<file path="config.mk">
export PLATFORM = sky130hd
export DESIGN_NAME = pyrm_fetch_queue_flat
export DESIGN_NICKNAME = d
export VERILOG_FILES = /design/src/rtl/pyrm_fetch_queue_if.sv /design/src/rtl/pyrm_fetch_queue.sv /design/src/flat_wrapper.sv
export SDC_FILE = /design/constraint.sdc
export NUM_CORES = 1
export LEC_CHECK = 0
export CAP_MARGIN = 20
export CORE_UTILIZATION = 59
export DETAILED_ROUTE_END_ITERATION = 12
export PLACE_DENSITY = 0.81
export SLEW_MARGIN = 20
export SYNTH_ARGS = -nofsm -noshare
export SYNTH_HDL_FRONTEND = slang
export SYNTH_SLANG_ARGS = --single-unit
</file>
<file path="constraint.sdc">
create_clock -name clk -period 4.95 [get_ports clk]
set_input_delay 0.99 -clock clk [delete_from_list [all_inputs] [get_ports clk]]
set_output_delay 0.99 -clock clk [all_outputs]
set_load 0.005 [all_outputs]
</file>
<file path="src/rtl/pyrm_fetch_queue_if.sv">
// Fetch-unit bus: redirect input, instruction-memory request/response and decode-side output.
// master is the fetch unit; slave is the surrounding pipeline/memory.
interface pyrm_fetch_queue_if #(
    parameter int unsigned XLEN = 64,
    parameter int unsigned ILEN = 32
);
    logic [XLEN-1:0] redirect_pc_pyri;
    logic            redirect_valid_pyri;
    logic [XLEN-1:0] imem_req_addr_pyro;
    logic            imem_req_valid_pyro;
    logic            imem_req_retry_pyri;
    logic [ILEN-1:0] imem_rsp_data_pyri;
    logic            imem_rsp_valid_pyri;
    logic [XLEN-1:0] pc_pyro;
    logic [ILEN-1:0] inst_pyro;
    logic            inst_valid_pyro;
    logic            inst_retry_pyri;

    modport master (
        input  redirect_pc_pyri, redirect_valid_pyri, imem_req_retry_pyri,
        input  imem_rsp_data_pyri, imem_rsp_valid_pyri, inst_retry_pyri,
        output imem_req_addr_pyro, imem_req_valid_pyro, pc_pyro, inst_pyro, inst_valid_pyro
    );

    modport slave (
        output redirect_pc_pyri, redirect_valid_pyri, imem_req_retry_pyri,
        output imem_rsp_data_pyri, imem_rsp_valid_pyri, inst_retry_pyri,
        input  imem_req_addr_pyro, imem_req_valid_pyro, pc_pyro, inst_pyro, inst_valid_pyro
    );
endinterface

</file>
<file path="src/rtl/pyrm_fetch_queue.sv">
// RISC-V fetch unit: sequential prefetch into a DEPTH-entry queue, local JAL resolution,
// stall on BRANCH/JALR until redirect, and in-order discard of stale memory responses.
module pyrm_fetch_queue #(
    parameter int unsigned     XLEN     = 64,
    parameter int unsigned     ILEN     = 32,
    parameter int unsigned     DEPTH    = 4,
    parameter logic [XLEN-1:0] RESET_PC = 64'h8000_0000
) (
    input logic                clk,
    input logic                reset_pyri,
    pyrm_fetch_queue_if.master bus
);
    localparam int unsigned PW = $clog2(DEPTH);
    localparam int unsigned CW = PW + 1;
    // Redirects can stack up discards beyond DEPTH while memory is slow, so drop gets headroom.
    localparam int unsigned DW = CW + 3;
    localparam logic [6:0]  OpJal    = 7'b1101111;
    localparam logic [6:0]  OpBranch = 7'b1100011;
    localparam logic [6:0]  OpJalr   = 7'b1100111;

    if (ILEN != 32) begin : g_ilen_check
        $error("pyrm_fetch_queue: ILEN must be 32");
    end
    if (DEPTH < 2 || (DEPTH & (DEPTH - 1)) != 0) begin : g_depth_check
        $error("pyrm_fetch_queue: DEPTH must be a power of two >= 2");
    end

    typedef enum logic [0:0] {StRun, StWaitBr} state_e;

    state_e          state_q, state_d;
    logic [XLEN-1:0] fetch_pc_q, fetch_pc_d;
    logic [XLEN-1:0] q_pc   [DEPTH];
    logic [ILEN-1:0] q_inst [DEPTH];
    logic [XLEN-1:0] tag_q  [DEPTH];
    logic [PW-1:0]   head_q, head_d, tail_q, tail_d;
    logic [PW-1:0]   tag_rd_q, tag_rd_d, tag_wr_q, tag_wr_d;
    logic [CW-1:0]   count_q, count_d, out_q, out_d, out_after;
    logic [DW-1:0]   drop_q, drop_d;

    logic            redirect, req_valid, req_acc, rsp_drop, rsp_take, enq, deq, inst_valid;
    logic            flush;
    logic [CW:0]     inflight;
    logic [XLEN-1:0] rsp_pc, jal_imm;
    logic [ILEN-1:0] rsp_data;

    assign redirect  = bus.redirect_valid_pyri;
    assign rsp_data  = bus.imem_rsp_data_pyri;
    assign inflight  = {1'b0, count_q} + {1'b0, out_q};
    assign req_valid = reset_pyri && (state_q == StRun) && (inflight < (CW+1)'(DEPTH)) && !redirect;
    assign req_acc   = req_valid && !bus.imem_req_retry_pyri;
    assign rsp_drop  = bus.imem_rsp_valid_pyri && (drop_q != '0);
    assign rsp_take  = bus.imem_rsp_valid_pyri && (drop_q == '0) && (out_q != '0);
    assign rsp_pc    = tag_q[tag_rd_q];
    assign jal_imm   = {{(XLEN-21){rsp_data[31]}}, rsp_data[31], rsp_data[19:12], rsp_data[20],
                        rsp_data[30:21], 1'b0};
    assign inst_valid = reset_pyri && (count_q != '0);
    assign enq       = rsp_take && !redirect;
    assign deq       = inst_valid && !bus.inst_retry_pyri && !redirect;

    assign bus.imem_req_addr_pyro  = fetch_pc_q;
    assign bus.imem_req_valid_pyro = req_valid;
    assign bus.inst_valid_pyro     = inst_valid;
    assign bus.pc_pyro             = inst_valid ? q_pc[head_q] : '0;
    assign bus.inst_pyro           = inst_valid ? q_inst[head_q] : '0;

    always_comb begin
        state_d    = state_q;
        fetch_pc_d = fetch_pc_q;
        head_d     = head_q;
        tail_d     = tail_q;
        tag_rd_d   = tag_rd_q;
        tag_wr_d   = tag_wr_q;
        count_d    = count_q;
        out_d      = out_q;
        drop_d     = drop_q;
        flush      = 1'b0;
        out_after  = out_q + CW'(req_acc) - CW'(rsp_take);
        if (redirect) begin
            // A same-cycle response has already consumed one of the in-flight slots.
            state_d    = StRun;
            fetch_pc_d = bus.redirect_pc_pyri;
            head_d     = tail_q;
            count_d    = '0;
            out_d      = '0;
            drop_d     = drop_q + DW'(out_q) - DW'(rsp_drop || rsp_take);
            tag_rd_d   = tag_wr_q;
        end else begin
            if (req_acc) begin
                fetch_pc_d = fetch_pc_q + XLEN'(4);
                tag_wr_d   = tag_wr_q + PW'(1);
            end
            if (rsp_drop) drop_d = drop_q - DW'(1);
            if (rsp_take) tag_rd_d = tag_rd_q + PW'(1);
            if (enq) tail_d = tail_q + PW'(1);
            if (deq) head_d = head_q + PW'(1);
            count_d = count_q + CW'(enq) - CW'(deq);
            out_d   = out_after;
            if (rsp_take) begin
                case (rsp_data[6:0])
                    OpJal: begin
                        fetch_pc_d = rsp_pc + jal_imm;
                        flush      = 1'b1;
                    end
                    OpBranch, OpJalr: begin
                        state_d = StWaitBr;
                        flush   = 1'b1;
                    end
                    default: ;
                endcase
            end
            // Everything still in flight, including a request accepted this cycle, is stale.
            if (flush) begin
                drop_d   = DW'(out_after);
                out_d    = '0;
                tag_rd_d = tag_wr_d;
            end
        end
    end

    always_ff @(posedge clk) begin
        if (!reset_pyri) begin
            state_q    <= StRun;
            fetch_pc_q <= RESET_PC;
            head_q     <= '0;
            tail_q     <= '0;
            tag_rd_q   <= '0;
            tag_wr_q   <= '0;
            count_q    <= '0;
            out_q      <= '0;
            drop_q     <= '0;
        end else begin
            state_q    <= state_d;
            fetch_pc_q <= fetch_pc_d;
            head_q     <= head_d;
            tail_q     <= tail_d;
            tag_rd_q   <= tag_rd_d;
            tag_wr_q   <= tag_wr_d;
            count_q    <= count_d;
            out_q      <= out_d;
            drop_q     <= drop_d;
        end
    end

    always_ff @(posedge clk) begin
        if (enq) begin
            q_pc[tail_q]   <= rsp_pc;
            q_inst[tail_q] <= rsp_data;
        end
        if (req_acc) tag_q[tag_wr_q] <= fetch_pc_q;
    end
endmodule

</file>
<file path="src/flat_wrapper.sv">
// flat-port wrapper written by rule: the top's interface ports become plain ports
module pyrm_fetch_queue_flat 
#(
    parameter int unsigned     XLEN     = 64,
    parameter int unsigned     ILEN     = 32,
    parameter int unsigned     DEPTH    = 4,
    parameter logic [XLEN-1:0] RESET_PC = 64'h8000_0000
)
  (clk, reset_pyri, bus_redirect_pc_pyri, bus_redirect_valid_pyri, bus_imem_req_retry_pyri, bus_imem_rsp_data_pyri, bus_imem_rsp_valid_pyri, bus_inst_retry_pyri, bus_imem_req_addr_pyro, bus_imem_req_valid_pyro, bus_pc_pyro, bus_inst_pyro, bus_inst_valid_pyro);
  pyrm_fetch_queue_if #(.XLEN(XLEN), .ILEN(ILEN)) bus_i ();
  input logic clk;
  input logic reset_pyri;
  input wire logic [$bits(bus_i.redirect_pc_pyri)-1:0] bus_redirect_pc_pyri;
  input wire logic [$bits(bus_i.redirect_valid_pyri)-1:0] bus_redirect_valid_pyri;
  input wire logic [$bits(bus_i.imem_req_retry_pyri)-1:0] bus_imem_req_retry_pyri;
  input wire logic [$bits(bus_i.imem_rsp_data_pyri)-1:0] bus_imem_rsp_data_pyri;
  input wire logic [$bits(bus_i.imem_rsp_valid_pyri)-1:0] bus_imem_rsp_valid_pyri;
  input wire logic [$bits(bus_i.inst_retry_pyri)-1:0] bus_inst_retry_pyri;
  output wire logic [$bits(bus_i.imem_req_addr_pyro)-1:0] bus_imem_req_addr_pyro;
  output wire logic [$bits(bus_i.imem_req_valid_pyro)-1:0] bus_imem_req_valid_pyro;
  output wire logic [$bits(bus_i.pc_pyro)-1:0] bus_pc_pyro;
  output wire logic [$bits(bus_i.inst_pyro)-1:0] bus_inst_pyro;
  output wire logic [$bits(bus_i.inst_valid_pyro)-1:0] bus_inst_valid_pyro;
  assign bus_i.redirect_pc_pyri = bus_redirect_pc_pyri;
  assign bus_i.redirect_valid_pyri = bus_redirect_valid_pyri;
  assign bus_i.imem_req_retry_pyri = bus_imem_req_retry_pyri;
  assign bus_i.imem_rsp_data_pyri = bus_imem_rsp_data_pyri;
  assign bus_i.imem_rsp_valid_pyri = bus_imem_rsp_valid_pyri;
  assign bus_i.inst_retry_pyri = bus_inst_retry_pyri;
  assign bus_imem_req_addr_pyro = bus_i.imem_req_addr_pyro;
  assign bus_imem_req_valid_pyro = bus_i.imem_req_valid_pyro;
  assign bus_pc_pyro = bus_i.pc_pyro;
  assign bus_inst_pyro = bus_i.inst_pyro;
  assign bus_inst_valid_pyro = bus_i.inst_valid_pyro;
  pyrm_fetch_queue #(.XLEN(XLEN), .ILEN(ILEN), .DEPTH(DEPTH), .RESET_PC(RESET_PC)) u_core (.clk(clk), .reset_pyri(reset_pyri), .bus(bus_i));
endmodule
</file>
=== Word level (Yosys, flattened, before mapping) ===
Memories as Yosys holds them, arrays and structs flattened. A register that Yosys moved wholly into a read port is not among the register bits.
Index checks and enable logic that the tools add are counted.

* Memories kept: 3
* Register bits: 85
* Input port bits: 102
* Word-level logic and storage cells: 89
* RAM bits: 640
* Output and inout port bits: 162

{| class="wikitable"
|+ Memories
! memory !! words !! bits a word !! read ports !! clocked after memory_dff !! wr ports !! line !! text
|-
| u_core.q_pc || 4 || 64 || 1 || 1 || 1 || pyrm_fetch_queue.sv:32 || <nowiki>logic [XLEN-1:0] q_pc [DEPTH];</nowiki>
|-
| u_core.tag_q || 4 || 64 || 1 || 1 || 1 || pyrm_fetch_queue.sv:34 || <nowiki>logic [XLEN-1:0] tag_q [DEPTH];</nowiki>
|-
| u_core.q_inst || 4 || 32 || 1 || 1 || 1 || pyrm_fetch_queue.sv:33 || <nowiki>logic [ILEN-1:0] q_inst [DEPTH];</nowiki>
|}

* Add/subtract/negate cells: 14
* Bitwise operators: 3
* Equality and inequality tests: 3
* Magnitude comparators: 1
* Reductions and logical operators: 28
* Mux-type cells: 28

{| class="wikitable"
|+ Operators with widths
! cell !! count
|-
| $mux W64 || 5
|-
| $add A64 B3 Y64 const B || 1
|-
| $add A64 B64 Y64 || 1
|-
| $mux W32 || 1
|-
| $mux W2 || 12
|-
| $eq A7 B7 Y1 const B || 3
|-
| $mux W6 || 3
|-
| $reduce_bool A3 Y1 || 4
|-
| $logic_and A1 B1 Y1 || 11
|-
| $add A2 B1 Y2 const B || 4
|-
| $mux W1 || 7
|-
| $add A3 B1 Y3 || 2
|-
| $add A6 B3 Y6 || 1
|-
| $logic_not A6 Y1 || 1
|-
| $reduce_bool A6 Y1 || 1
|-
| $reduce_or A3 Y1 || 2
|-
| $sub A3 B1 Y3 || 2
|-
| $sub A6 B1 Y6 || 1
|-
| $sub A6 B1 Y6 const B || 1
|-
| $add A3 B3 Y4 || 1
|-
| $lt A4 B3 Y1 const B || 1
|-
| $reduce_and A2 Y1 || 2
|-
| $reduce_or A2 Y1 || 2
|-
| $logic_not A1 Y1 || 3
|-
| other kinds (3) || 5
|}

=== Depth between registers and ports, before layout ===
Gate-level depths: netlist of the first run.

* Depth in word-level cells: 10
* Gate-level depth with buffers: 18
* Depth with buffers taken out: 18

=== Least setup slack after synthesis of the first run ===
OpenSTA, ideal clock, no wires.

* Kind: register to register
* Start: register with a tool-made name
* End: register u_core.fetch_pc_q[63] (netlist: u_core.bus.imem_req_addr_pyro[63])
* Slack: 489 ps
* Data arrival time: 4,382 ps
* Stages on the path, launching flop included: 14
* Buffers on the path: 3
* Cell sequence: dfxtp_1 clkbuf_1 buf_1 mux4_2 ha_1 clkbuf_1 nand2_1 or3_1 or4_1 o21bai_1 a2111oi_0 nor4b_1 o21a_1 o211ai_1

{| class="wikitable"
|+ RTL lines
! what !! line !! text
|-
| end signal, assigned || pyrm_fetch_queue.sv:133 || <nowiki>fetch_pc_q <= fetch_pc_d;</nowiki>
|-
| end, declared || pyrm_fetch_queue.sv:31 || <nowiki>logic [XLEN-1:0] fetch_pc_q, fetch_pc_d;</nowiki>
|}

==> flow_summary_export.csv, run 1 <==
group,metric,value,unit
power_and_ir_drop,intPower,10.9,mW
drt,drt_iter0_drc,2127,
clocking,insertion_delay,610,ps
drt,vias,21501,
synth,yosysSeqAreaShare,0.636,
synth,async_reset_ff_frac,0,
timing,fmax,0.213,GHz
global_routing,grt_max_degree,75,
timing,slew_headroom,0.391,
floorplan,die_area,0.0569,mm2
timing,fin_crit_sh,0.947,
critical_path,cp_max_fo,23,
timing,setup_viol,0,
clocking,cts_buffers,74,
drt,drt_pass1_iterations,6,
drt,drt-vias-per-instance,6.42,
floorplan,rows,86,
critical_path,cp.arrival,5180,ps
clocking,hold_buffers,0,
clocking,cts.sinks,729,
clocking,cts.htree.levels,3,
power_and_ir_drop,power_density,363,mW/mm2
final_layout,area_growth_syn_to_layout,19.5,%
clocking,cts_buffer_depth,3,
synth,ys_ff_latch,729,
critical_path,worst-setup-path-type,"reg2reg",
synth,synth_top_family_by_area,"multiplexers",
synth,synthSimpleGateAreaFrac,0.0864,
synth,ys_types,70,
synth,synth_top_flop_cell,"edfxtp_1",
drt,postRouteAntennaNets,0,
timing,finalHoldViolations,0,
power_and_ir_drop,p_seq_frac,0.482,
power_and_ir_drop,p_leak,13.2,nW
synth,synth-xor-area-share,0.0331,
power_and_ir_drop,p_total,14.3,mW
critical_path,max_stage_delay,640,ps
timing,worst_pin_slew,913,ps
placement,dp_hpwl,60300,um
synth,synth_edf_count,640,
timing,fin_crit,4690,ps
timing,rsz0062_at_grt,"false",
floorplan,io_pins,264,
placement,gp_congestion,1.01,
floorplan,die_h,239,um
drt,drc,0,
synth,synthMuxAreaShare,0.110,
power_and_ir_drop,peakVddDrop,293,uV
synth,synth_fp_nets,2421,
hold_path,hp-class,"reg2reg",
clocking,cts_tree,"done",
power_and_ir_drop,combPwrFrac,0.117,
final_layout,num_antenna_cells,0,
floorplan,initial_utilization,0.598,
placement,io_buffers,263,
clocking,root_buffer,"clkbuf_16",
timing,finClkSkew,24.8,ps
power_and_ir_drop,sw_frac_of_total,0.240,
global_routing,antenna_found_initial,0,
timing,fin_hold_ws,492,ps
critical_path,cp-end-kind,"flop",
synth,synth-compound-area-share,0.0794,
flow_run,cap_viol_max_count,0,
clocking,cts_setup_buffers,0,
timing,maxSlewViolCount,0,
clocking,clk_pin_slew_worst_paths,70,ps
critical_path,path_buf_inv,1,
critical_path,cp_cell_sequence,"buf_12 > mux4_2 > ha_1 > nand4_1 > or3_1 > o22ai_1 > a211oi_1 > nor3b_1 > o21ai_0 > a21o_1 > a221oi_1 > nand2_1",
power_and_ir_drop,p_clk_frac,0.401,
global_routing,grt_pass1_vias,21213,
synth,netlist_area,0.0330,mm2
run_status,status,"finished clean",
clocking,cts.repair.resized,0,
synth,synth.avg_cell_area,14.8,um2
critical_path,crit_path_start_kind,"flop",
global_routing,overflow,0,
drt,wl_per_cell,26.9,um
critical_path,cp.required,5450,ps
global_routing,grtUsageTotal,0.320,
synth,syn_inst,2227,
synth,synth_warnings,0,
power_and_ir_drop,p_sw,3.43,mW
floorplan,fp.dieW,239,um
synth,synth_fa_ha_area_frac,0.0358,
drt,totalWireLength,90200,um
final_layout,final_nets,2733,
final_layout,drive_gt1_frac,0.147,
timing,finalSetupTns,0,ps
floorplan,core,0.0552,mm2
critical_path,crit_family,"compound AO/OA/AOI/OAI gates",
critical_path,cp_slowest_cell,"mux4_2",
global_routing,grt_pass1_wl,134000,um
## power by group through the flow
| stage | logic (mW) | registers [mW] | clock network [mW] |
|---|---|---|---|
| floorplan | 1.08 | 6.98 | 0 |
| global placement | 1.60 | 7.02 | 0 |
| detailed placement | 1.63 | 7.03 | 0 |
| CTS | 1.65 | 6.90 | 5.80 |
| global route | 1.81 | 6.91 | 6.04 |
| finish | 1.68 | 6.91 | 5.74 |
## sequential cells by signal, indices dropped and copies added (netlist names), named ones only
signal                         cells
u_core.tag_wr_q                    2
u_core.tag_q                     256
u_core.drop_q                      6
u_core.head_q                      2
u_core.tag_rd_q                    2
u_core.q_inst                    128
u_core.q_pc                      256
u_core.out_q                       3
u_core.state_q                     1
u_core.tail_q                      2
u_core.count_q                     3
u_core.bus.imem_req_addr_pyro     64
## Yosys cell counts (4+ instances only)
master | n | area share
a21boi_0 | 5 | 0.0011
or3_1 | 10 | 0.0019
a41oi_1 | 6 | 0.0016
clkbuf_1 | 75 | 0.0085
xnor2_1 | 77 | 0.020
a21oi_1 | 114 | 0.017
o21ba_2 | 4 | 0.0012
a221oi_1 | 4 | 0.0011
a211oi_1 | 27 | 0.0061
a21o_1 | 49 | 0.011
o22ai_1 | 8 | 0.0015
inv_1 | 53 | 0.0060
o211ai_1 | 24 | 0.0055
nor2b_1 | 102 | 0.019
mux2i_1 | 4 | 0.0012
ha_1 | 88 | 0.033
nor3_1 | 40 | 0.0061
nor2_1 | 126 | 0.014
nand2_1 | 136 | 0.015
mux4_2 | 160 | 0.11
edfxtp_1 | 640 | 0.58
and4_1 | 9 | 0.0024
nand2b_1 | 5 | 0.00095
o21bai_1 | 10 | 0.0023
nand3_1 | 40 | 0.0061
and3_1 | 15 | 0.0028
a31oi_1 | 11 | 0.0021
o21ai_0 | 58 | 0.0088
fa_1 | 4 | 0.0024
and2_1 | 20 | 0.0038
buf_1 | 23 | 0.0026
a22oi_1 | 6 | 0.0014
dfxtp_1 | 89 | 0.054
nand4_1 | 34 | 0.0064
o31ai_1 | 9 | 0.0020
o21a_1 | 14 | 0.0032
o31a_1 | 6 | 0.0016
a222oi_1 | 8 | 0.0024
xor2_1 | 48 | 0.013
o221ai_1 | 10 | 0.0027
buf_2 | 7 | 0.0011
## metal layers
metal,global-route usage,up-vias,part of all wire
met5,0,-,0
met4,0.103,0,0.029
met3,0.0575,163,0.083
met2,0.512,1078,0.48
met1,0.448,10942,0.41
li1,-,9318,-
## cell usage in the layout (no fill, tap or decap), types with 10 or more instances in the layout
| cell | Yosys | layout |
|---|---|---|
| o221ai_1 | 10 | 10 |
| edfxtp_1 | 640 | 640 |
| clkinv_1 | 0 | 16 |
| ha_1 | 88 | 88 |
| dfxtp_1 | 89 | 85 |
| o21bai_1 | 10 | 10 |
| a211oi_1 | 27 | 27 |
| nor2b_1 | 102 | 102 |
| bufinv_16 | 0 | 11 |
| o21ai_0 | 58 | 58 |
| mux4_2 | 160 | 160 |
| clkdlybuf4s50_1 | 0 | 261 |
| nand2_1 | 136 | 136 |
| a21o_1 | 49 | 49 |
| o211ai_1 | 24 | 24 |
| a21oi_1 | 114 | 114 |
| or3_1 | 10 | 10 |
| buf_4 | 0 | 68 |
| nand3_1 | 40 | 40 |
| and2_1 | 20 | 12 |
| inv_1 | 53 | 53 |
| a31oi_1 | 11 | 11 |
| xor2_1 | 48 | 48 |
| clkbuf_1 | 75 | 13 |
| nand4_1 | 34 | 34 |
| clkbuf_16 | 0 | 75 |
| nor3_1 | 40 | 40 |
| o21a_1 | 14 | 14 |
| and3_1 | 15 | 15 |
| nor2_1 | 126 | 125 |
| xnor2_1 | 77 | 77 |
| buf_12 | 0 | 14 |
## logic make-up (layout without fill, tap and decap cells)
| kind of cell | after synthesis | in the layout |
|---|---|---|
| DFF | 729 | 729 |
| and+or+nand+nor | 558 | 558 |
| AOI/OAI and AO/OA | 396 | 396 |
| muxes | 164 | 164 |
| buffers and inverters | 163 | 535 |
| xor gates and xnor gates | 125 | 125 |
| adders and majority gates | 92 | 92 |
## area by class of cell
type,instances,area (um2)
Multi-Input combinational cell,1335,11400
Inverter,55,206
Tap cell,748,936
Clock inverter,48,556
Fill cell,3494,15700
Timing Repair Buffer,344,3410
Clock buffer,88,1930
Sequential cell,729,21000
## metrics by stage
stage	worst slack [ps]	utilization	instances	instance area [um2]
final	263	0.715	3347	39500
after global placement	387	0.670	3211	37000
after detailed placement	308	0.670	3211	37000
after global routing	103	0.715	3347	39500
after floorplan	489	-	2227	33000
after CTS	410	0.715	3347	39500
## worst reg2reg max path, delay by kind of cell (launching register included)
family / cells / cell delay (ps)
AOI/OAI and AO/OA: 5 / 1570
and+or+nand+nor: 4 / 1000
muxes: 1 / 650
DFF: 1 / 620
adders and majority gates: 1 / 450
buffers and inverters: 1 / 280
## final timing paths
check	startpoint	cells past startpoint	to	slack (ps)
min	u_core.drop_q[1]$_SDFFE_PN0P_	2	u_core.drop_q[1]$_SDFFE_PN0P_	490
max reg2reg	flop	12	u_core.bus.imem_req_addr_pyro[43]$_SDFF_PN0_	260
min reg2reg	u_core.drop_q[1]$_SDFFE_PN0P_	2	u_core.drop_q[1]$_SDFFE_PN0P_	490
max	flop	12	u_core.bus.imem_req_addr_pyro[43]$_SDFF_PN0_	260
(Power assumes the default switching activity.)
==> run 2: changes to the inputs <==
GPL_TIMING_DRIVEN = 0   (was default)
RECOVER_POWER = 50   (was default)
SLEW_MARGIN = 10   (was 20)
==> run 2 against run 1 <==
The run now ends with max-capacitance violations, max-slew violations left; non-clock buffer count is 40 higher; wire length increased by 8.3%; clock skew down 6.4 ps; worst hold slack lost 2.5 ps; critical path type unchanged; largest cell class unchanged; largest power group unchanged; highest routed layer is now met5.
==> flow_summary_export.csv, run 2 (synthesized netlist as in run 1, its figures left out) <==
group,metric,value,unit
placement,placed_area,0.0370,mm2
timing,finClkSkew,18.4,ps
global_routing,grtUsageTotal,0.346,
final_layout,seqCellArea,0.0210,mm2
global_routing,top_usage_layer,"met2",
floorplan,die_h,239,um
power_and_ir_drop,sw_frac_of_total,0.246,
final_layout,mostFrequentLayoutCell,"edfxtp_1",
timing,worst_pin_slew,2080,ps
final_layout,final_core_utilization,0.718,
timing,rsz0062_at_grt,"false",
power_and_ir_drop,intPower,11.0,mW
timing,fin_hold_ws,489,ps
drt,postRouteAntennaNets,0,
flow_run,cap_viol_max_count,2,
drt,vias,21934,
drt,drt_iter0_drc,2514,
timing,setup_viol,0,
drt,totalWireLength,97700,um
run_status,status,"finished with violations",
clocking,cts.sinks,729,
clocking,root_buffer,"clkbuf_16",
drt,drt-vias-per-instance,6.47,
clocking,cts_tree,"done",
floorplan,die_area,0.0569,mm2
placement,gp_congestion,0.983,
clocking,clk_pin_slew_worst_paths,60,ps
critical_path,worst-setup-path-type,"reg2reg",
power_and_ir_drop,p_total,14.5,mW
global_routing,antenna_found_initial,4,
clocking,cts_buffer_depth,3,
power_and_ir_drop,combPwrFrac,0.117,
global_routing,overflow,0,
power_and_ir_drop,p_leak,13.4,nW
global_routing,met1_usage,0.479,
placement,io_buffers,261,
critical_path,cp.arrival,5290,ps
critical_path,cp-end-kind,"flop",
floorplan,core,0.0552,mm2
final_layout,layout_common_cells,"edfxtp_1, clkdlybuf4s50_1, mux4_2",
floorplan,initial_utilization,0.598,
timing,fin_crit_sh,0.977,
power_and_ir_drop,p_sw,3.58,mW
global_routing,grt_max_degree,53,
critical_path,crit_path_start_kind,"flop",
hold_path,hp-class,"reg2reg",
final_layout,final_area,0.0396,mm2
timing,fin_crit,4830,ps
critical_path,cp_max_fo,10,
drt,drt_pass1_iterations,6,
clocking,insertion_delay,630,ps
timing,slew_headroom,-0.388,
critical_path,cp.required,5400,ps
placement,dp_hpwl,67800,um
global_routing,grt_pass1_wl,141000,um
floorplan,rows,86,
global_routing,grt.met3_usage,0.0650,
global_routing,grt_pass1_vias,21386,
final_layout,final_nets,2774,
drt,drc,0,
timing,finalHoldViolations,0,
run_status,violations,"max-capacitance violations, max-slew violations",
power_and_ir_drop,peakVddDrop,300,uV
final_layout,drive_gt1_frac,0.133,
final_layout,top_regs,"u_core.q_pc (256), u_core.tag_q (256), u_core.q_inst (128)",
timing,fmax,0.207,GHz
clocking,cts.htree.levels,3,
timing,maxSlewViolCount,39,
final_layout,fill_cells,3489,
power_and_ir_drop,p_clk_frac,0.408,
drt,wl_per_cell,28.8,um
floorplan,io_pins,264,
global_routing,use_met2,0.548,
power_and_ir_drop,p_seq_frac,0.474,
final_layout,area_growth_syn_to_layout,20.0,%
power_and_ir_drop,power_density,367,mW/mm2
final_layout,multiInputGateArea,0.0115,mm2
floorplan,fp.dieW,239,um
clocking,cts_buffers,75,
-- run 2: cell count changes in the layout (fill, tap and decap cells not counted), sizes merged --
cell / change
buf: -39
clkbuf: +78
clkdlybuf4s15: +2
clkdlybuf4s50: -96
clkinv: +6
clkinvlp: -2
diode: +1
dlygate4sd3: +95
inv: -3
-- run 2: layer usage --
metal / wire length (um) / vias to the layer above
li1: - / 9402
met4: 3560 / 6
met5: 50 / -
met1: 38200 / 11049
met2: 46300 / 1280
met3: 9520 / 197
-- run 2: path summary, 6_finish.rpt --
check,startpoint,to,slack (ps),cells after the start
worst max register to register,flop,u_core.bus.imem_req_addr_pyro[54]$_SDFF_PN0_,120,14
worst min register to register,u_core.drop_q[1]$_SDFFE_PN0P_,u_core.drop_q[1]$_SDFFE_PN0P_,490,2
worst min-delay path,u_core.drop_q[1]$_SDFFE_PN0P_,u_core.drop_q[1]$_SDFFE_PN0P_,490,2
worst max-delay path,flop,u_core.bus.imem_req_addr_pyro[54]$_SDFF_PN0_,120,14
-- run 2: power by group through the flow --
stage	Sequential, mW	Combinational, mW	Clock, mW
after floorplan	6.98	1.08	0
after global placement	7.01	1.63	0
after detailed placement	7.02	1.66	0
after CTS	6.89	1.68	5.98
after global routing	6.90	1.83	6.18
final	6.90	1.71	5.94
-- run 2: timing repair --
item / in CTS / in global routing
hold buffers: 0 / 0
gates resized for setup: 20 / 15
pin swaps: 0 / 0
endpoints found under the setup margin: 47 / 27
buffers inserted: 0 / 0
endpoints found under the hold margin: 0 / 0
-- run 2: worst max-delay path, stage by stage, from the launching register on --
cell,delay [ps]
dfxtp_2,510
clkbuf_2,350
buf_8,210
mux4_2,370
ha_1,310
clkbuf_1,320
nand2_1,90
o21a_1,250
o31ai_1,570
o2111ai_1,340
nand2_1,260
a31oi_1,250
o21ai_0,230
nor4b_1,470
nor3_1,130
-- run 2: final cells by class --
type	instances	area share
timing repair buffer	279	0.0750
antenna	1	0.0000631
clock inverter	49	0.0156
sequential	729	0.530
clock buffer	88	0.0499
tap	748	0.0236
buffer	105	0.0121
inverter	55	0.00521
multi-input combinational	1335	0.289
-- run 2: stage by stage --
step	worst slack [ps]	cells	TNS (ps)
3_5_place_dp	-814	3254	-11800
5_1_grt	24.3	3389	0
3_3_place_gp	-1980	3236	-1118380
6_report	115	3389	0
2_1_floorplan	489	2227	0
4_1_cts	14.3	3389	0
